File: src/rtl/instr_fetch_decoder.sv
// instr_fetch_decoder
//   Byte-serial instruction decoder. Opcode and argument words arrive one per
//   cycle on a valid/ready stream. They are assembled into one decoded
//   instruction, which is held on a registered output until execute takes it.
//
// Ports
//   CLK, RST           clock (rising edge), asynchronous active-high reset
//   FLUSH              synchronous discard of any partial or held instruction
//   IN_VALID/IN_READY  fetch-side handshake, IN_DATA carries one word
//   OUT_VALID/OUT_READY execute-side handshake
//   OUT_OPCODE         opcode word
//   OUT_GROUP          opcode MSBs (group field)
//   OUT_ARGS           argument words, last word in the LSBs, unused words 0
//   OUT_NARGS          argument count taken from LEN_MAP (0 when illegal)
//   OUT_ILLEGAL        group masked illegal, or its length exceeds ARG_BYTES
//   DEC_COUNT          wrapping count of delivered instructions
module instr_fetch_decoder #(
  parameter int DATA_W    = 8,
  parameter int GROUP_W   = 3,
  parameter int ARG_BYTES = 2,
  parameter logic [2*(1<<GROUP_W)-1:0] LEN_MAP      = 16'b00_00_00_00_10_01_10_00,
  parameter logic [(1<<GROUP_W)-1:0]   ILLEGAL_MASK = 8'b1111_0000
) (
  input  logic                        CLK,
  input  logic                        RST,
  input  logic                        FLUSH,
  input  logic                        IN_VALID,
  output logic                        IN_READY,
  input  logic [DATA_W-1:0]           IN_DATA,
  output logic                        OUT_VALID,
  input  logic                        OUT_READY,
  output logic [DATA_W-1:0]           OUT_OPCODE,
  output logic [GROUP_W-1:0]          OUT_GROUP,
  output logic [ARG_BYTES*DATA_W-1:0] OUT_ARGS,
  output logic [1:0]                  OUT_NARGS,
  output logic                        OUT_ILLEGAL,
  output logic [15:0]                 DEC_COUNT
);

  localparam int         AW       = ARG_BYTES * DATA_W;
  localparam logic [1:0] MAX_ARGS = 2'(ARG_BYTES);

  typedef enum logic [1:0] {OPC, ARG, HOLD} state_t;

  typedef struct packed {
    logic [DATA_W-1:0] opcode;
    logic [AW-1:0]     args;
    logic [1:0]        nargs;
    logic              illegal;
  } insn_t;

  state_t      state, state_n;
  insn_t       cur, cur_n;   // instruction being assembled
  insn_t       out_q;        // instruction presented to execute
  logic [1:0]  rem, rem_n;   // argument words still to collect
  logic        vld, vld_n;
  logic [15:0] cnt, cnt_n;
  logic        load_out;

  // Decode of the incoming word as if it were an opcode.
  logic [GROUP_W-1:0] in_group;
  logic [1:0]         in_len;
  logic               in_ill;

  assign in_group = IN_DATA[DATA_W-1 -: GROUP_W];
  assign in_len   = LEN_MAP[2*in_group +: 2];
  assign in_ill   = ILLEGAL_MASK[in_group] || (in_len > MAX_ARGS);

  // Ready bypass: while holding, a word may still be taken in the same cycle
  // that execute takes the held instruction, so back-to-back instructions
  // stream at one word per cycle.
  assign IN_READY = !RST && !FLUSH && ((state != HOLD) || OUT_READY);

  logic in_fire, out_fire;
  assign in_fire  = IN_VALID && IN_READY;
  assign out_fire = vld && OUT_READY;

  always_comb begin
    state_n  = state;
    cur_n    = cur;
    rem_n    = rem;
    vld_n    = vld;
    cnt_n    = cnt;
    load_out = 1'b0;
    if (FLUSH) begin
      state_n = OPC;
      vld_n   = 1'b0;
    end else begin
      if (state == HOLD && out_fire) begin
        cnt_n   = cnt + 16'd1;
        state_n = OPC;
        vld_n   = 1'b0;
      end
      // New opcode: from OPC, or from HOLD through the bypass.
      if (in_fire && state != ARG) begin
        cur_n.opcode  = IN_DATA;
        cur_n.args    = '0;
        cur_n.illegal = in_ill;
        cur_n.nargs   = in_ill ? 2'd0 : in_len;
        rem_n         = cur_n.nargs;
        if (cur_n.nargs == 2'd0) begin
          state_n  = HOLD;
          vld_n    = 1'b1;
          load_out = 1'b1;
        end else begin
          state_n = ARG;
        end
      end
      if (in_fire && state == ARG) begin
        cur_n.args = (cur.args << DATA_W) | AW'(IN_DATA);
        rem_n      = rem - 2'd1;
        if (rem == 2'd1) begin
          state_n  = HOLD;
          vld_n    = 1'b1;
          load_out = 1'b1;
        end
      end
    end
  end

  always_ff @(posedge CLK or posedge RST) begin
    if (RST) begin
      state <= OPC;
      cur   <= '0;
      rem   <= 2'd0;
      vld   <= 1'b0;
      cnt   <= 16'd0;
      out_q <= '0;
    end else begin
      state <= state_n;
      cur   <= cur_n;
      rem   <= rem_n;
      vld   <= vld_n;
      cnt   <= cnt_n;
      if (load_out) out_q <= cur_n;
    end
  end

  assign OUT_VALID   = vld;
  assign OUT_OPCODE  = out_q.opcode;
  assign OUT_GROUP   = out_q.opcode[DATA_W-1 -: GROUP_W];
  assign OUT_ARGS    = out_q.args;
  assign OUT_NARGS   = out_q.nargs;
  assign OUT_ILLEGAL = out_q.illegal;
  assign DEC_COUNT   = cnt;

endmodule

File: config.mk
export PLATFORM = sky130hd
export DESIGN_NAME = instr_fetch_decoder
export DESIGN_NICKNAME = d
export VERILOG_FILES = /design/src/rtl/instr_fetch_decoder.sv
export SDC_FILE = /design/constraint.sdc
export NUM_CORES = 1
export LEC_CHECK = 0
export ABC_AREA = 1
export BUFFER_PORTS_ARGS = -buffer_cell sky130_fd_sc_hd__buf_2
export CORE_MARGIN = 5
export CORE_UTILIZATION = 49
export DETAILED_ROUTE_END_ITERATION = 6
export GPL_TIMING_DRIVEN = 0
export PLACE_DENSITY = 0.75
export SYNTH_ARGS = -nofsm -noshare
export SYNTH_HDL_FRONTEND = slang
export SYNTH_SLANG_ARGS = --single-unit
File: constraint.sdc
create_clock -name CLK -period 1.95 [get_ports CLK]
set_input_delay 0.0975 -clock CLK [delete_from_list [all_inputs] [get_ports CLK]]
set_output_delay 0.0975 -clock CLK [all_outputs]
set_load 0.01 [all_outputs]
==> impl_metrics.py, run 1 <==
metrics = {
    "power": {
        "power.density_nw_per_um2": 906,
        "power.static_leakage_uw": 0.00224,
        "p_seq_frac": 0.492,
        "combPwrFrac": 0.132,
        "internal_power_uw": 2630,
        "power.switching_uw": 969,
        "clkPwrFrac": 0.376,
        "total_power_uw": 3600,
        "ir_worst_vdd_uv": 503,
        "power_switching_share": 0.269,
    },
    "clock_network": {
        "clkLatencyLatePin_ns": 0.35,
        "clockBufferDepth": 2,
        "clock_sinks": 75,
        "root_buffer": "clkbuf_8",
        "numCtsBuffers": 9,
        "cts_tree": "done",
        "h-tree-depth": 3,
        "path_clk_slew_ns": 0.09,
        "cts_resized": 0,
    },
    "yosys": {
        "synth.cell_area_um2": 3260,
        "synth_seq_area_share": 0.576,
        "syn_nets": 399,
        "netlist_instances": 384,
        "yosysTopAreaCellShare": 0.576,
        "synth_area_leaders": "dfrtp_1 58%, nand2_1 21%, nand3_1 4.9%",
        "synth_flop_cell": "dfrtp_1",
        "async_flop_share": 1.00,
        "synth_top_area_cell": "dfrtp_1",
        "avgSynthCellArea_um2": 8.48,
        "ys_ff_latch": 75,
        "ys.warnings.count": 0,
        "ys_types": 22,
        "synth_edf_count": 0,
    },
    "drt": {
        "drtAntennaViolNets": 0,
        "wirelength_um": 7290,
        "viasPerCell": 4.85,
        "drt-initial-drc-count": 185,
        "wire_per_inst_um": 13.4,
        "route.detailed.drc": 0,
        "vias": 2644,
        "first_pass_iters": 4,
    },
    "floorplanning": {
        "rows": 29,
        "fp.dieArea_um2": 8380,
        "core_um2": 6420,
        "die_h_um": 91.5,
        "initial_core_util": 0.507,
        "die_w_um": 91.5,
        "ios": 61,
    },
    "sta": {
        "grt_setup_unrepaired": "no",
        "hold_slack_ns": 0.0412,
        "period_minus_slack_ns": 1.70,
        "fmaxAchievable_mhz": 587,
        "slew_headroom": 0.510,
        "setup_tns_ns": 0,
        "period_share": 0.873,
        "clock_skew_ns": 0.0106,
        "worstMarginPinSlew_ns": 0.733,
        "finalHoldViolCount": 0,
        "setup_viol": 0,
        "slew_violations": 0,
    },
    "layout": {
        "layout_common_cells": "184 x nand2_1, 75 x dfrtp_1, 66 x buf_2, 32 x nand3_1, 19 x inv_1",
        "final_common_cell": "nand2_1",
        "area_growth_pct": 21.9,
        "drive_above_1_share": 0.209,
        "utilization": 0.619,
        "final_area_um2": 3970,
        "antenna_cells": 0,
        "nFillCells": 570,
        "nets": 478,
    },
    "setup_path": {
        "cp-start-kind": "input pin",
        "worstPathRequired_ns": 2.24,
        "path_class": "in -> reg",
        "r2r_start": "state[0]$_DFF_PP0_",
        "worstSetupStartpoint": "RST",
        "crit_path_end_kind": "flop",
        "cp_max_fo": 10,
        "cp.arrival_ns": 2.00,
    },
    "grt": {
        "grt_overflow": 0,
        "antenna_found_initial": 0,
        "grt_pass1_vias": 2649,
        "grtUsageTotal": 0.185,
        "grt_start_max_net_pins": 43,
        "grt_pass1_wl_um": 12500,
    },
    "worst_hold_path": {
        "hold_path.class": "in -> reg",
        "holdCritStartpoint": "IN_DATA[7]",
    },
    "place": {
        "place.gp.congestion": 0.861,
        "post-dp-hpwl_um": 5060,
        "port_buffers": 60,
        "placed_cell_area_um2": 3680,
    },
    "flow_run": {
        "cap_violations": 0,
    },
    "status": {
        "status": "completed",
    },
}
## flip-flops by register name, indices dropped and copies added, names as in the netlist
register and count:
DEC_COUNT 16, OUT_ARGS 16, OUT_ILLEGAL 1, OUT_NARGS 2, OUT_OPCODE 8, OUT_VALID 1, cur 27, rem 2
state 2
## synthesized netlist by cell type (3+ instances only)
cell,number
buf_2,6
buf_4,3
clkbuf_1,5
dfrtp_1,75
inv_1,20
nand2_1,184
nand3_1,32
nand4_1,4
nor2_1,18
nor3_1,5
o21ai_0,6
xnor2_1,7
xor2_1,3
## critical path, stage by stage
cell	delay [ns]
dlygate4sd3_1	0.54
buf_2	0.15
nor2_4	0.13
nand3_2	0.13
nor2_4	0.22
nand2_4	0.15
nand2_2	0.12
buf_6	0.15
buf_6	0.14
nand2_1	0.09
nand2_1	0.07
## stage by stage
stage	instances	worst slack [ns]
after global routing	545	0.0300
after floorplan	384	0.573
final	545	0.248
after detailed placement	522	0.295
after CTS	545	0.245
after global placement	521	0.347
## area by class of cell
| class | count | area, µm² | share of cell area |
|---|---|---|---|
| plain buffers | 16 | 93.8 | 0.0236 |
| flip-flops and latches | 75 | 1880 | 0.472 |
| clock buffers | 9 | 124 | 0.0312 |
| clock inverters | 7 | 100 | 0.0252 |
| well taps | 77 | 96.3 | 0.0243 |
| multi-input cells | 273 | 1210 | 0.305 |
| inverters | 20 | 78.8 | 0.0198 |
| repair buffers | 68 | 390 | 0.0983 |
## power groups by stage
| stage | clock (µW) | combinational [µW] | sequential [µW] |
|---|---|---|---|
| after CTS | 1370 | 488 | 1770 |
| after global placement | 0 | 458 | 1800 |
| after floorplan | 0 | 250 | 1840 |
| after global routing | 1430 | 542 | 1790 |
| final | 1350 | 476 | 1770 |
| after detailed placement | 0 | 470 | 1800 |
## worst paths after layout
| path | end | depth (start not counted) | slack, ns |
|---|---|---|---|
| setup / recovery | OUT_OPCODE[0]$_DFFE_PP0P_ | 11 | 0.25 |
| hold / removal | cur[10]$_DFF_PP0_ | 3 | 0.04 |
| setup reg to reg | OUT_OPCODE[1]$_DFFE_PP0P_ | 8 | 0.26 |
| hold reg to reg | cur[23]$_DFF_PP0_ | 2 | 0.48 |
| max in group asynchronous | OUT_OPCODE[1]$_DFFE_PP0P_ | 4 | 0.88 |
| min in group asynchronous | cur[11]$_DFF_PP0_ | 3 | 0.44 |
## routing by layer
layer	track usage	part of all wire
met5	0	0
met4	0.0892	0.017
met3	0.0446	0.048
met2	0.278	0.45
met1	0.253	0.48
## cell families (layout without fill, tap and decap cells)
| group | after synthesis | count (layout) | share of synthesized area |
|---|---|---|---|
| simple gates | 254 | 254 | 0.326 |
| compound gates | 7 | 7 | 0.0115 |
| xor+xnor | 10 | 10 | 0.0269 |
| fa+ha+maj | 2 | 2 | 0.00768 |
| flops | 75 | 75 | 0.576 |
| buf+inv | 36 | 120 | 0.0518 |
## repair_timing
item                      in CTS  in global routing
buffers inserted               0                  0
hold endpoints to repair      41                  0
hold buffers                   7                  0
(Power assumes the default switching activity.)
==> run 2, diff against run 1 <==
--- a/config.mk
+++ b/config.mk
@@ -7,11 +7,14 @@
 export LEC_CHECK = 0
 export ABC_AREA = 1
 export BUFFER_PORTS_ARGS = -buffer_cell sky130_fd_sc_hd__buf_2
+export CELL_PAD_IN_SITES_DETAIL_PLACEMENT = 0
+export CELL_PAD_IN_SITES_GLOBAL_PLACEMENT = 2
+export CORE_ASPECT_RATIO = 1.2
 export CORE_MARGIN = 5
-export CORE_UTILIZATION = 49
+export CORE_UTILIZATION = 29
 export DETAILED_ROUTE_END_ITERATION = 6
 export GPL_TIMING_DRIVEN = 0
-export PLACE_DENSITY = 0.75
+export PLACE_DENSITY_LB_ADDON = 0.1
 export SYNTH_ARGS = -nofsm -noshare
 export SYNTH_HDL_FRONTEND = slang
 export SYNTH_SLANG_ARGS = --single-unit
==> impl_metrics.py, run 2 (synthesis results as in run 1) <==
metrics = {
    "setup_path": {
        "path_class": "in -> reg",
        "crit_path_end_kind": "flop",
        "worstPathRequired_ns": 2.21,
        "cp_max_fo": 10,
        "max_stage_delay_ns": 0.53,
        "cp.arrival_ns": 2.04,
        "crit_chain": "dlygate4sd3_1 -> buf_2 -> nor2_4 -> nand3_2 -> nor2_4 -> nand2_4 -> nand2_2 -> buf_6 -> buf_6 -> nand2_1 -> nand2_1",
        "slowest_stage": "dlygate4sd3_1",
        "r2r_start": "state[0]$_DFF_PP0_",
        "reg2regPathDepth": 8,
        "rrSetupSlack_ns": 0.21,
        "cp-endpoint": "OUT_OPCODE[0]$_DFFE_PP0P_",
        "worstSetupStartpoint": "RST",
        "timing.rr.end": "OUT_OPCODE[3]$_DFFE_PP0P_",
        "cp-start-kind": "input pin",
    },
    "grt": {
        "grt_pass1_vias": 2733,
        "antenna_found_initial": 0,
        "grt_overflow": 0,
        "grt_pass1_wl_um": 13700,
        "grtUsageTotal": 0.131,
        "grt_start_max_net_pins": 40,
    },
    "clock_network": {
        "clkLatencyLatePin_ns": 0.33,
        "cts_resized": 0,
        "root_buffer": "clkbuf_16",
        "cts_tree": "done",
        "clock_sinks": 75,
        "numCtsBuffers": 9,
        "clockBufferDepth": 2,
        "h-tree-depth": 3,
        "path_clk_slew_ns": 0.05,
    },
    "drt": {
        "wire_per_inst_um": 14.0,
        "vias": 2633,
        "viasPerCell": 4.43,
        "first_pass_iters": 4,
        "wirelength_um": 8350,
        "route.detailed.drc": 0,
        "drtAntennaViolNets": 0,
        "drt-initial-drc-count": 83,
    },
    "floorplanning": {
        "rows": 42,
        "die_w_um": 107,
        "die_h_um": 126,
        "core_um2": 11000,
        "fp.dieArea_um2": 13500,
        "initial_core_util": 0.295,
        "ios": 61,
    },
    "sta": {
        "clock_skew_ns": 0.00725,
        "worstMarginPinSlew_ns": 0.493,
        "slew_headroom": 0.669,
        "period_minus_slack_ns": 1.77,
        "setup_tns_ns": 0,
        "grt_setup_unrepaired": "no",
        "setup_slack_ns": 0.177,
        "slew_violations": 0,
        "fmaxAchievable_mhz": 564,
        "period_share": 0.909,
        "finalHoldViolCount": 0,
        "setup_viol": 0,
    },
    "layout": {
        "layout_common_cells": "184 x nand2_1, 75 x dfrtp_1, 66 x buf_2, 32 x nand3_1, 19 x inv_1",
        "largest_reg_flops": 27,
        "nets": 473,
        "final_common_cell": "nand2_1",
        "area_growth_pct": 24.6,
        "largest_register": "cur",
        "drive_above_1_share": 0.210,
        "antenna_cells": 0,
    },
    "place": {
        "port_buffers": 60,
        "post-dp-hpwl_um": 5980,
        "place_ws_ns": 0.213,
        "place.gp.congestion": 0.725,
    },
    "status": {
        "status": "completed",
    },
    "power": {
        "power.static_leakage_uw": 0.00225,
        "power.density_nw_per_um2": 938,
        "ir_worst_vdd_uv": 412,
    },
    "worst_hold_path": {
        "hold_path.class": "in -> reg",
    },
    "flow_run": {
        "cap_violations": 0,
    },
}
==> run 2: area by class of cell <==
cell class	count	area, µm²
Tap cell	132	165
Inverter	20	78.8
Clock buffer	13	260
Clock inverter	3	22.5
Buffer	16	93.8
Sequential cell	75	1880
Multi-Input combinational cell	273	1210
Timing Repair Buffer	63	350
Fill cell	1191	6980
==> run 2: critical path, delay by kind of cell <==
| kind | cells | cell delay (ns) |
|---|---|---|
| buffers and inverters | 4 | 0.98 |
| and+or+nand+nor | 7 | 0.95 |
==> run 2: per-stage QoR <==
step | util | instances | hold slack (ns) | power, µW | instance area [µm²]
detailed placement | 0.341 | 578 | 0.192 | 2290 | 3770
CTS | 0.368 | 595 | 0.00253 | 3880 | 4060
global placement | 0.338 | 576 | 0.342 | 2280 | 3730
floorplan | - | 384 | 0.227 | 2090 | 3260
finish | 0.368 | 595 | 0.0102 | 3810 | 4060
global route | 0.368 | 595 | 0.0145 | 4010 | 4060
==> run 2: worst min-delay path by stage <==
stage / from / endpoint / slack [ns] / cells after the start
2_1_floorplan: IN_DATA[7] / cur[10]$_DFF_PP0_ / 0.23 / 2
3_3_place_gp: IN_DATA[0] / cur[19]$_DFF_PP0_ / 0.34 / 3
3_5_place_dp: RST / OUT_VALID$_DFF_PP0_ / 0.19 / 3
4_1_cts: IN_DATA[4] / cur[7]$_DFF_PP0_ / 0.003 / 3
5_1_grt: IN_DATA[6] / cur[25]$_DFF_PP0_ / 0.01 / 3
6_report: IN_DATA[0] / cur[19]$_DFF_PP0_ / 0.01 / 3
==> run 2: per-layer routing <==
| metal | routed length [µm] | vias to the layer above | track usage |
|---|---|---|---|
| li1 | - | 1347 | - |
| met1 | 4060 | 1233 | 0.175 |
| met2 | 3900 | 43 | 0.205 |
| met3 | 263 | 10 | 0.0287 |
| met4 | 121 | 0 | 0.0542 |
| met5 | 0 | - | 0 |
==> run 2: what timing repair did <==
action | in CTS | in global routing
endpoints found under the hold margin | 38 | 0
hold buffers | 1 | 0
setup buffers | 0 | 0
==> run 2: report_power, final <==
group | leakage (µW) | internal, µW | switching (µW) | total, µW
Clock | 0.000128 | 932 | 627 | 1560
Combinational | 0.00111 | 201 | 272 | 473
Sequential | 0.00101 | 1700 | 77.4 | 1780
==> run 3, diff against run 2 <==
--- a/config.mk
+++ b/config.mk
@@ -6,13 +6,14 @@
 export NUM_CORES = 1
 export LEC_CHECK = 0
 export ABC_AREA = 1
-export BUFFER_PORTS_ARGS = -buffer_cell sky130_fd_sc_hd__buf_2
 export CELL_PAD_IN_SITES_DETAIL_PLACEMENT = 0
 export CELL_PAD_IN_SITES_GLOBAL_PLACEMENT = 2
 export CORE_ASPECT_RATIO = 1.2
 export CORE_MARGIN = 5
-export CORE_UTILIZATION = 29
+export CORE_UTILIZATION = 33
+export CTS_CLUSTER_SIZE = 16
 export DETAILED_ROUTE_END_ITERATION = 6
+export DONT_BUFFER_PORTS = 1
 export GPL_TIMING_DRIVEN = 0
 export PLACE_DENSITY_LB_ADDON = 0.1
 export SYNTH_ARGS = -nofsm -noshare
==> impl_metrics.py, run 3 (synthesis results as in run 1) <==
metrics = {
    "layout": {
        "layout_common_cells": "184 x nand2_1, 75 x dfrtp_1, 32 x nand3_1, 19 x inv_1, 18 x nor2_1",
        "area_growth_pct": 17.0,
        "nets": 421,
        "final_area_um2": 3810,
        "stdcell_count": 534,
        "final_common_cell": "nand2_1",
        "antenna_cells": 0,
        "largest_register": "cur",
        "drive_above_1_share": 0.0949,
        "largest_reg_flops": 27,
    },
    "power": {
        "power.density_nw_per_um2": 972,
        "ir_worst_vdd_uv": 374,
        "clkPwrFrac": 0.418,
        "power.switching_uw": 1010,
        "combPwrFrac": 0.088,
        "p_seq_frac": 0.494,
        "internal_power_uw": 2700,
        "power.static_leakage_uw": 0.00198,
        "power_switching_share": 0.272,
    },
    "floorplanning": {
        "ios": 61,
        "die_h_um": 119,
        "initial_core_util": 0.339,
        "fp.dieArea_um2": 12000,
        "core_um2": 9610,
        "die_w_um": 101,
        "rows": 39,
    },
    "drt": {
        "drtAntennaViolNets": 0,
        "wire_per_inst_um": 15.3,
        "drt-initial-drc-count": 86,
        "viasPerCell": 4.62,
        "route.detailed.drc": 0,
        "wirelength_um": 8190,
        "vias": 2468,
        "first_pass_iters": 4,
    },
    "place": {
        "port_buffers": 0,
        "dp_cells": 508,
        "place.gp.congestion": 0.763,
        "post-dp-hpwl_um": 5720,
        "placed_cell_area_um2": 3440,
    },
    "setup_path": {
        "critPathBufInv": 2,
        "crit_path_end_kind": "flop",
        "cp-start-kind": "flop",
        "critPathTopFamily": "simple AND/OR/NAND/NOR gates",
        "crit_chain": "inv_1 -> nand3_2 -> nand3_2 -> nor2_2 -> nand2_2 -> clkbuf_1 -> nand3_1 -> nand2_1",
        "path_common_cell": "nand3_2",
        "cp.arrival_ns": 1.98,
        "path_class": "reg -> reg",
        "cp_max_fo": 10,
        "max_stage_delay_ns": 0.40,
        "slowest_stage": "dfrtp_1",
        "worstPathRequired_ns": 2.22,
    },
    "clock_network": {
        "path_clk_slew_ns": 0.06,
        "cts_tree": "done",
        "root_buffer": "clkbuf_16",
        "numCtsBuffers": 9,
        "clockBufferDepth": 2,
        "clock_sinks": 75,
        "post-cts-setup-buffers": 0,
        "h-tree-depth": 3,
        "clkLatencyLatePin_ns": 0.33,
    },
    "sta": {
        "slew_violations": 0,
        "clock_skew_ns": 0.00790,
        "period_share": 0.881,
        "setup_viol": 0,
        "worstMarginPinSlew_ns": 0.840,
        "slew_headroom": 0.439,
        "fmaxAchievable_mhz": 582,
        "finalHoldViolCount": 0,
        "grt_setup_unrepaired": "no",
        "period_minus_slack_ns": 1.72,
        "setup_tns_ns": 0,
        "hold_slack_ns": 0.0154,
    },
    "grt": {
        "grt_start_max_net_pins": 40,
        "grt_pass1_wl_um": 13600,
        "grt_overflow": 0,
        "grt_pass1_vias": 2589,
        "grtUsageTotal": 0.147,
        "antenna_found_initial": 0,
    },
    "status": {
        "status": "completed",
    },
    "worst_hold_path": {
        "hold_path.class": "in -> reg",
    },
    "flow_run": {
        "cap_violations": 0,
    },
}
run 3: cell types whose count changed in the layout (fill, tap and decap cells not counted), sizes merged:
cell | previous run | this run
buf | 73 | 12
dlygate4sd3 | 1 | 10
inv | 19 | 21
clkinv | 0 | 2
clkbuf | 18 | 14
run 3: path summary, 6_finish.rpt:
path                               startpoint  cells after the start                 endpoint  slack, ns
setup / recovery           state[0]$_DFF_PP0_                      8  OUT_ARGS[8]$_DFFE_PP0P_       0.23
setup reg to reg           state[0]$_DFF_PP0_                      8  OUT_ARGS[8]$_DFFE_PP0P_       0.23
hold / removal                     IN_DATA[7]                      3         cur[1]$_DFF_PP0_       0.02
max in group asynchronous                 RST                      3        cur[19]$_DFF_PP0_       0.89
min in group asynchronous                 RST                      2        cur[16]$_DFF_PP0_       0.41
hold reg to reg             cur[20]$_DFF_PP0_                      2        cur[20]$_DFF_PP0_       0.48
run 3: tightest hold or removal path: stages:
cell and delay (ns):
nor3_1 0.04, nand2_1 0.09, nand2_1 0.08
run 3: area by class of cell:
type	count	area [µm²]
Multi-Input combinational cell	273	1210
Timing Repair Buffer	11	120
Tap cell	123	154
Inverter	20	78.8
Clock buffer	9	225
Fill cell	1014	5800
Clock inverter	7	50.0
Buffer	16	95.1
Sequential cell	75	1880
run 3: through the flow:
step	power (µW)	util	setup WS, ns
after floorplan	2090	-	0.573
after global placement	2170	0.355	0.218
after detailed placement	2170	0.357	0.214
after CTS	3760	0.396	0.189
after global routing	3890	0.397	0.00275
final	3700	0.397	0.233
run 3: timing repair:
action                                 in CTS  in global routing
hold buffers                               10                  0
endpoints found under the hold margin      57                  0
setup endpoints to repair                   0                  3
resized for setup                           0                  2
run 3: power groups by stage:
stage | combinational (µW) | sequential [µW] | clock, µW
after floorplan | 250 | 1840 | 0
after global placement | 303 | 1860 | 0
after detailed placement | 309 | 1860 | 0
after CTS | 335 | 1840 | 1590
after global routing | 385 | 1860 | 1650
final | 326 | 1830 | 1550
run 3: metal layers:
metal,share of wire,vias up,track usage,wire length (µm)
li1,-,1248,-,-
met1,0.44,1158,0.180,3630
met2,0.48,47,0.238,3910
met3,0.055,15,0.0392,448
met4,0.025,0,0.0691,202
met5,0,-,0,0
